$ cat config.mk
export PLATFORM = sky130hd
export DESIGN_NAME = fetch_queue_flat
export DESIGN_NICKNAME = d
export VERILOG_FILES = /design/src/rtl/fetch_queue_pkg.sv /design/src/rtl/fetch_queue_if.sv /design/src/rtl/fq_entry_ram.sv /design/src/rtl/fetch_queue.sv /design/src/flat_wrapper.sv
export SDC_FILE = /design/constraint.sdc
export NUM_CORES = 1
export LEC_CHECK = 0
export ABC_CLOCK_PERIOD_IN_PS = 7150
export BUFFER_PORTS_ARGS = -buffer_cell sky130_fd_sc_hd__clkbuf_2
export CELL_PAD_IN_SITES_DETAIL_PLACEMENT = 1
export CELL_PAD_IN_SITES_GLOBAL_PLACEMENT = 2
export CORE_MARGIN = 2
export CORE_UTILIZATION = 40
export DETAILED_ROUTE_END_ITERATION = 10
export PLACE_DENSITY_LB_ADDON = 0.08
export SLEW_MARGIN = 20
export SYNTH_ARGS = -nofsm -noshare
export SYNTH_HDL_FRONTEND = slang
export SYNTH_SLANG_ARGS = --single-unit
$ cat constraint.sdc
create_clock -name clk_in -period 7.15 [get_ports clk_in]
set_input_delay 1.0725 -clock clk_in [delete_from_list [all_inputs] [get_ports clk_in]]
set_output_delay 1.0725 -clock clk_in [all_outputs]
set_load 0.05 [all_outputs]
$ cat src/rtl/fetch_queue_pkg.sv
// fetch_queue_pkg: shared width defaults and the all-zero bubble instruction for the fetch queue
package fetch_queue_pkg;
  localparam int PC_W_DEF = 32;
  localparam int INST_W_DEF = 32;
  localparam logic [INST_W_DEF-1:0] BUBBLE_INST = '0;
endpackage

$ cat src/rtl/fetch_queue_if.sv
// fetch_queue_if: IF/ID bundle; master drives rdy/flush/IF entry/ID stall, slave (queue) returns if_ready, head entry and count
interface fetch_queue_if
  import fetch_queue_pkg::*;
#(
  parameter int DEPTH = 4,
  parameter int PC_W = PC_W_DEF,
  parameter int INST_W = INST_W_DEF
);
  logic rdy_in;
  logic flush_in;
  logic if_valid_in;
  logic [PC_W-1:0] if_pc_in;
  logic [INST_W-1:0] if_inst_in;
  logic if_pred_in;
  logic if_ready_out;
  logic id_stall_in;
  logic id_valid_out;
  logic [PC_W-1:0] id_pc_out;
  logic [INST_W-1:0] id_inst_out;
  logic id_pred_out;
  logic [$clog2(DEPTH):0] count_out;
  modport master (
    output rdy_in, flush_in, if_valid_in, if_pc_in, if_inst_in, if_pred_in, id_stall_in,
    input if_ready_out, id_valid_out, id_pc_out, id_inst_out, id_pred_out, count_out
  );
  modport slave (
    input rdy_in, flush_in, if_valid_in, if_pc_in, if_inst_in, if_pred_in, id_stall_in,
    output if_ready_out, id_valid_out, id_pc_out, id_inst_out, id_pred_out, count_out
  );
endinterface

$ cat src/rtl/fq_entry_ram.sv
// fq_entry_ram: DEPTH x W entry storage; clk_i, one write port (we_i/waddr_i/wdata_i), one async read port (raddr_i/rdata_o)
module fq_entry_ram #(
  parameter int DEPTH = 4,
  parameter int W = 65
) (
  input  logic                     clk_i,
  input  logic                     we_i,
  input  logic [$clog2(DEPTH)-1:0] waddr_i,
  input  logic [W-1:0]             wdata_i,
  input  logic [$clog2(DEPTH)-1:0] raddr_i,
  output logic [W-1:0]             rdata_o
);
  logic [W-1:0] mem_q [DEPTH];
  always_ff @(posedge clk_i) if (we_i) mem_q[waddr_i] <= wdata_i;
  assign rdata_o = mem_q[raddr_i];
endmodule

$ cat src/rtl/fetch_queue.sv
// fetch_queue: IF->ID instruction FIFO; clk_in/rst_in plus bus (slave): rdy/flush, IF push side, ID head/stall side, count
module fetch_queue
  import fetch_queue_pkg::*;
#(
  parameter int DEPTH = 4,
  parameter int PC_W = PC_W_DEF,
  parameter int INST_W = INST_W_DEF
) (
  input logic          clk_in,
  input logic          rst_in,
  fetch_queue_if.slave bus
);
  localparam int AW = $clog2(DEPTH);
  localparam int CW = AW + 1;
  localparam int EW = PC_W + INST_W + 1;
  logic [AW-1:0] wr_ptr_q, wr_ptr_d, rd_ptr_q, rd_ptr_d;
  logic [CW-1:0] count_q, count_d;
  logic push, pop, valid;
  logic [EW-1:0] rd_data;
  assign valid = count_q != '0;
  assign bus.if_ready_out = count_q != CW'(DEPTH);
  assign push = bus.if_valid_in && bus.if_ready_out && !bus.flush_in && bus.rdy_in;
  assign pop = valid && !bus.id_stall_in && !bus.flush_in && bus.rdy_in;
  always_comb begin
    wr_ptr_d = bus.flush_in ? '0 : wr_ptr_q + AW'(push);
    rd_ptr_d = bus.flush_in ? '0 : rd_ptr_q + AW'(pop);
    count_d = bus.flush_in ? '0 : count_q + CW'(push) - CW'(pop);
  end
  always_ff @(posedge clk_in) begin
    if (rst_in) begin
      wr_ptr_q <= '0;
      rd_ptr_q <= '0;
      count_q <= '0;
    end else if (bus.rdy_in) begin
      wr_ptr_q <= wr_ptr_d;
      rd_ptr_q <= rd_ptr_d;
      count_q <= count_d;
    end
  end
  fq_entry_ram #(.DEPTH(DEPTH), .W(EW)) u_ram (
    .clk_i   (clk_in),
    .we_i    (push && !rst_in),
    .waddr_i (wr_ptr_q),
    .wdata_i ({bus.if_pred_in, bus.if_inst_in, bus.if_pc_in}),
    .raddr_i (rd_ptr_q),
    .rdata_o (rd_data)
  );
  assign bus.id_valid_out = valid;
  assign {bus.id_pred_out, bus.id_inst_out, bus.id_pc_out} = valid ? rd_data : {1'b0, INST_W'(BUBBLE_INST), PC_W'(0)};
  assign bus.count_out = count_q;
endmodule

$ cat src/flat_wrapper.sv
// flat-port wrapper written by rule: the top's interface ports become plain ports
module fetch_queue_flat import fetch_queue_pkg::*;
#(
  parameter int DEPTH = 4,
  parameter int PC_W = PC_W_DEF,
  parameter int INST_W = INST_W_DEF
)
  (clk_in, rst_in, bus_rdy_in, bus_flush_in, bus_if_valid_in, bus_if_pc_in, bus_if_inst_in, bus_if_pred_in, bus_id_stall_in, bus_if_ready_out, bus_id_valid_out, bus_id_pc_out, bus_id_inst_out, bus_id_pred_out, bus_count_out);
  fetch_queue_if #(.DEPTH(DEPTH), .PC_W(PC_W), .INST_W(INST_W)) bus_i ();
  input logic clk_in;
  input logic rst_in;
  input wire logic [$bits(bus_i.rdy_in)-1:0] bus_rdy_in;
  input wire logic [$bits(bus_i.flush_in)-1:0] bus_flush_in;
  input wire logic [$bits(bus_i.if_valid_in)-1:0] bus_if_valid_in;
  input wire logic [$bits(bus_i.if_pc_in)-1:0] bus_if_pc_in;
  input wire logic [$bits(bus_i.if_inst_in)-1:0] bus_if_inst_in;
  input wire logic [$bits(bus_i.if_pred_in)-1:0] bus_if_pred_in;
  input wire logic [$bits(bus_i.id_stall_in)-1:0] bus_id_stall_in;
  output wire logic [$bits(bus_i.if_ready_out)-1:0] bus_if_ready_out;
  output wire logic [$bits(bus_i.id_valid_out)-1:0] bus_id_valid_out;
  output wire logic [$bits(bus_i.id_pc_out)-1:0] bus_id_pc_out;
  output wire logic [$bits(bus_i.id_inst_out)-1:0] bus_id_inst_out;
  output wire logic [$bits(bus_i.id_pred_out)-1:0] bus_id_pred_out;
  output wire logic [$bits(bus_i.count_out)-1:0] bus_count_out;
  assign bus_i.rdy_in = bus_rdy_in;
  assign bus_i.flush_in = bus_flush_in;
  assign bus_i.if_valid_in = bus_if_valid_in;
  assign bus_i.if_pc_in = bus_if_pc_in;
  assign bus_i.if_inst_in = bus_if_inst_in;
  assign bus_i.if_pred_in = bus_if_pred_in;
  assign bus_i.id_stall_in = bus_id_stall_in;
  assign bus_if_ready_out = bus_i.if_ready_out;
  assign bus_id_valid_out = bus_i.id_valid_out;
  assign bus_id_pc_out = bus_i.id_pc_out;
  assign bus_id_inst_out = bus_i.id_inst_out;
  assign bus_id_pred_out = bus_i.id_pred_out;
  assign bus_count_out = bus_i.count_out;
  fetch_queue #(.DEPTH(DEPTH), .PC_W(PC_W), .INST_W(INST_W)) u_core (.clk_in(clk_in), .rst_in(rst_in), .bus(bus_i));
endmodule
==> run metrics, run 1 <==
outcome=complete, no violations; most numerous cell in the Yosys netlist=edfxtp_1; H-tree depth=1; PortBufs=140; Tcrit/Tclk final=58.2%; crit end category=output port; Total Power=3.11 mW; Mean Syn Cell Area=22.1 µm²; clk_skew=6.04 ps; post-cts resize count=0; hold path start=u_core.rd_ptr_q[1]; Mapped Nets=541; clock tree buffer depth=3; synth top area cells=edfxtp_1 76%, mux4_2 14%, and2_1 4.0%; post-synthesis xor/xnor area fraction=0.0851%; worst setup slack after layout=2990 ps; io pins=141; CTS Buf Count=28; clock latency on the worst-skew pair=530 ps; Fmax achieved=240 MHz; cells after synthesis=465; Async SR Flop Fraction=0%; Worst Reg-to-Reg Cells=10; Req. time, crit path=6080 ps; Slew headroom=30.7%; Layout Nets=698; Placer Congestion=0.687; post-synthesis simple-gate area fraction=5.24%; initial antenna violation count=2; gr usage total=16.3%; setup slack, reg-to-reg=4120 ps; final hold vios=0; synth warn=0; Finished Cell Area=12200 µm²; leading area contributor after synthesis=edfxtp_1; post-synthesis adder-cell area fraction=0.681%; largest net degree at the start of global routing=66; vias per cell=5.12; Synth top cells by count=260 x edfxtp_1, 65 x and2_1, 65 x mux4_2; Die Area=27000 µm²; Post-CTS Hold Fix Bufs=0; PD cells=256 nW/µm²; DRT Wirelength=21400 µm; Compound-Gate Fraction of Synth Area=0.633%; first-pass GRT wire length=32600 µm; critical path launch point type=flop; # setup viols final=0; clk root buf=clkbuf_16; RSZ-0062 raised after global routing=no; Mapped Area=10300 µm²; crit-path max FO=38; Initial DRC Count=250; vias in the first global route=5513; DR WL/cell=22.1 µm; routed vias=4972; largest family of logic cells by synthesized area=multiplexers; Distinct cells, synth=28; Rows=58; top-area cell type share of the netlist area=75.9%; hpwl dp=12400 µm; share of cells above drive strength 1=39.5%; drt pass-1 iters=7; Max Slew Vio Count=0; Initial Util=40.8%; area growth from synthesis to layout=18.3%; CTS Sinks=269; flops & latches, synth=269; WHS Path Cells=2; CORE AREA=25200 µm²; EDFF count, synth=260; R2R Path End=u_core.bus.count_out[2]; Die X-Extent=164 µm; Max VDD drop=0.150 mV; leakage dissipation=4.10 nW; Post-CTS Setup Bufs=0; Routed Antenna Nets=0; CTS tree=done; total grt overflow=0; worst slew pin tran=1040 ps; height of the die=164 µm; Seq/Total Area, Yosys=77.7%; r2r startpoint=u_core.bus.count_out[2]; Clock Pin Slew Worst Setup and Hold Paths=60 ps; DP Area=11400 µm²; setup total negative slack=0 ps; Worst Path Arrival=3090 ps; residual DRC count=0; WS Path Type=reg2out; Primary FF master, synth=edfxtp_1; Hold WC Path Type=reg2reg; multiplexer area fraction after synthesis=14.2%; clock period minus worst slack=4160 ps; Post-Place Setup Slack=3280 ps; number of max-cap violations=0
## metrics by stage
stage / instances / hold WS (ps) / utilization (%)
floorplan: 465 / 467 / -
global placement: 922 / 479 / 45.1
detailed placement: 922 / 479 / 45.1
CTS: 971 / 489 / 48.3
global route: 971 / 524 / 48.3
finish: 972 / 484 / 48.3
## registers in the layout, summed over array words and instances (netlist names), named ones only
signal / cells
u_core.u_ram.mem_q: 260
u_core.bus.count_out: 3
u_core.rd_ptr_q: 2
u_core.wr_ptr_q: 2
## worst max-delay path: stages, from the launching register on
cell and delay, ps:
dfxtp_4 900, buf_4 630, mux4_2 570, and2_1 190, clkbuf_2 240
## placed cells by master (no fill, tap or decap), drive strengths merged, types with 2 or more instances in the layout
cell,n
a21oi,2
a22oi,3
a32oi,2
and2,65
buf,9
clkbuf,180
clkinv,9
dfxtp,9
edfxtp,260
ha,4
inv,4
mux4,65
nand2,4
nor2,9
nor3b,3
or3,2
## power by group
part,switching (mW),internal [mW],total [mW]
sequential,0.00217,1.73,1.74
combinational,0.0554,0.0276,0.0830
clock,0.553,0.737,1.29
total,0.611,2.50,3.11
## how the worst max path moves through the flow
stage | from | to | slack (ps) | depth (start not counted)
6_report | flop | bus_id_pc_out[0] | 2990 | 4
5_1_grt | flop | bus_id_pc_out[25] | 2700 | 4
4_1_cts | flop | bus_id_pc_out[12] | 2830 | 4
3_5_place_dp | bus_rdy_in | u_core.u_ram.mem_q[3][20] | 3280 | 5
3_3_place_gp | bus_rdy_in | u_core.u_ram.mem_q[3][20] | 3290 | 5
2_1_floorplan | bus_rdy_in | u_core.u_ram.mem_q[2][0] | 250 | 3
## layout make-up
cell class	instances	area, µm²
flip-flops and latches	269	8000
well taps	330	413
repair buffers	149	768
diodes	1	2.50
fillers	2323	13000
multi-input cells	170	2170
inverters	4	15.0
clock inverters	9	36.3
clock buffers	40	767
## routing by layer
layer  up-vias  GRT usage (%)  wire [µm]
li1       2219              -          -
met1      2584           21.7       9200
met3        30           3.91       1360
met2       137           27.3      10600
met4         2           3.75        314
met5         -              0         11
## logic make-up after synthesis
group	after synthesis
adder cells (fa/ha/maj)	5
AND/OR/NAND/NOR	90
buffers and inverters	26
XOR/XNOR	1
AO/OA/AOI/OAI	9
flip-flops	269
multiplexers	65
No activity file was read; power rests on OpenSTA's default activity.
==> run 2: changes to the inputs <==
--- a/config.mk
+++ b/config.mk
@@ -5,7 +5,7 @@
 export SDC_FILE = /design/constraint.sdc
 export NUM_CORES = 1
 export LEC_CHECK = 0
-export ABC_CLOCK_PERIOD_IN_PS = 7150
+export ABC_CLOCK_PERIOD_IN_PS = 3720
 export BUFFER_PORTS_ARGS = -buffer_cell sky130_fd_sc_hd__clkbuf_2
 export CELL_PAD_IN_SITES_DETAIL_PLACEMENT = 1
 export CELL_PAD_IN_SITES_GLOBAL_PLACEMENT = 2
==> constraint.sdc (replaced) <==
create_clock -name clk_in -period 3.72 [get_ports clk_in]
set_input_delay 0.558 -clock clk_in [delete_from_list [all_inputs] [get_ports clk_in]]
set_output_delay 0.558 -clock clk_in [all_outputs]
set_load 0.05 [all_outputs]
==> run 2 against run 1 <==
Effect of this change: flip-flop and latch count stayed put; worst hold slack got worse by 230 ps; first-iteration DRC count down 6.0%; clock power is 110% higher; die area is the same; critical path depth unchanged; global-route usage is 0.48 points lower; design area rose by 1.4%; routed wire length shrank 3.0%; count of clock-buffer cells in the layout increased by 5; largest power group unchanged; highest routed layer is now met4.
==> run metrics, run 2 (synthesis results as in run 1) <==
height of the die=164 µm; # fillers=2304; Rows=58; Finished Cell Area=12300 µm²; number of max-cap violations=0; WS Path Type=reg2out; number of flip-flops in the largest register=260; commonest non-fill, non-tap cell in the layout=edfxtp_1; # setup viols final=0; CTS Sinks=269; commonest cells after routing, fill and taps aside=260 x edfxtp_1, 140 x clkbuf_2, 65 x mux4_2, 65 x and2_1, 29 x clkbuf_16; CORE AREA=25200 µm²; Placer Congestion=0.715; clock period minus worst slack=2980 ps; Initial DRC Count=235; clk_skew=10.0 ps; Initial Util=40.8%; Internal Power=4.97 mW; crit-path cells=buf_4, mux4_2, and2_1, clkbuf_2; clock latency on the worst-skew pair=520 ps; Req. time, crit path=3160 ps; Post-Place Setup Slack=945 ps; crit-path max FO=15; worst setup slack after layout=740 ps; worst slew pin tran=711 ps; crit end category=output port; Flop pwr share=54.2%; PortBufs=140; gr usage total=15.8%; Die X-Extent=164 µm; Max Slew Vio Count=0; largest net degree at the start of global routing=67; Psw=1.18 mW; Clock Pin Slew Worst Setup and Hold Paths=60 ps; Layout Nets=700; vias in the first global route=5509; area growth from synthesis to layout=20.0%; total grt overflow=0; CTS tree=done; Hold WC Path Type=in2reg; post-cts resize count=0; Post-CTS Hold Fix Bufs=0; final hold vios=0; PD cells=499 nW/µm²; Worst Path Arrival=2420 ps; combinational share of power=2.6%; Slew headroom=52.6%; residual DRC count=0; routed vias=4972; Sw Share=19.2%; leakage dissipation=4.16 nW; DR WL/cell=21.3 µm; CTS Buf Count=29; hpwl dp=11800 µm; initial antenna violation count=0; Post-CTS Setup Bufs=0; setup total negative slack=0 ps; max incr delay on CP=570 ps; Fmax achieved=336 MHz; io pins=141; first-pass GRT wire length=31900 µm; Tcrit/Tclk final=80.1%; DRT Wirelength=20800 µm; RSZ-0062 raised after global routing=no; outcome=complete, no violations; drt pass-1 iters=4; vias per cell=5.10; clock tree buffer depth=3; Max VDD drop=0.379 mV; clk root buf=clkbuf_16; share of cells above drive strength 1=40.6%; critical path launch point type=flop; clock power share=43.2%; H-tree depth=1; Routed Antenna Nets=0; Die Area=27000 µm²; Largest Register=u_core.u_ram.mem_q; Slowest cell on crit path=dfxtp_4; DP Area=11500 µm²; number of diodes=0
==> run 2: metal layers <==
metal | global-route usage, % | routed length (µm)
met1 | 20.8 | 8730
met4 | 3.51 | 329
met2 | 27.3 | 10700
met3 | 3.21 | 1040
met5 | 0 | 0
==> run 2: path summary, 6_finish.rpt <==
| path | start | end | slack (ps) | cells past startpoint |
|---|---|---|---|---|
| setup reg to reg | u_core.bus.count_out[2] | u_core.bus.count_out[2] | 1120 | 10 |
| setup / recovery | flop | bus_id_inst_out[28] | 740 | 4 |
| hold / removal | bus_if_inst_in[20] | u_core.u_ram.mem_q[1][52] | 250 | 1 |
| hold reg to reg | u_core.rd_ptr_q[1] | flop | 490 | 2 |
==> run 2: critical path, delay by kind of cell (launching register included) <==
kind	cells	cell delay (ps)
buf+inv	2	590
flops	1	570
mux	1	550
simple gates	1	190
==> run 2: cell type report <==
type	count	area (µm²)	area share [%]
sequential	269	8000	64.8
clock inverter	7	63.8	0.517
multi-input combinational	170	2190	17.7
inverter	4	15.0	0.122
tap	330	413	3.35
timing repair buffer	150	838	6.79
clock buffer	45	826	6.69
==> run 2: power by group through the flow <==
| stage | Clock (mW) | Combinational (mW) | Sequential (mW) |
|---|---|---|---|
| 6_report | 2.66 | 0.159 | 3.34 |
| 4_1_cts | 2.73 | 0.162 | 3.34 |
| 2_1_floorplan | 0 | 0.0701 | 3.41 |
| 3_3_place_gp | 0 | 0.154 | 3.40 |
| 5_1_grt | 2.85 | 0.174 | 3.34 |
| 3_5_place_dp | 0 | 0.162 | 3.40 |
==> run 2: per-stage QoR <==
stage          utilization [%]  hold WS [ps]  total power, mW  instances
2_1_floorplan                -           467             3.48        465
3_3_place_gp              45.5           486             3.56        923
3_5_place_dp              45.5           493             3.56        923
4_1_cts                   49.0           227             6.24        975
5_1_grt                   49.0           233             6.36        975
6_report                  49.0           251             6.16        975
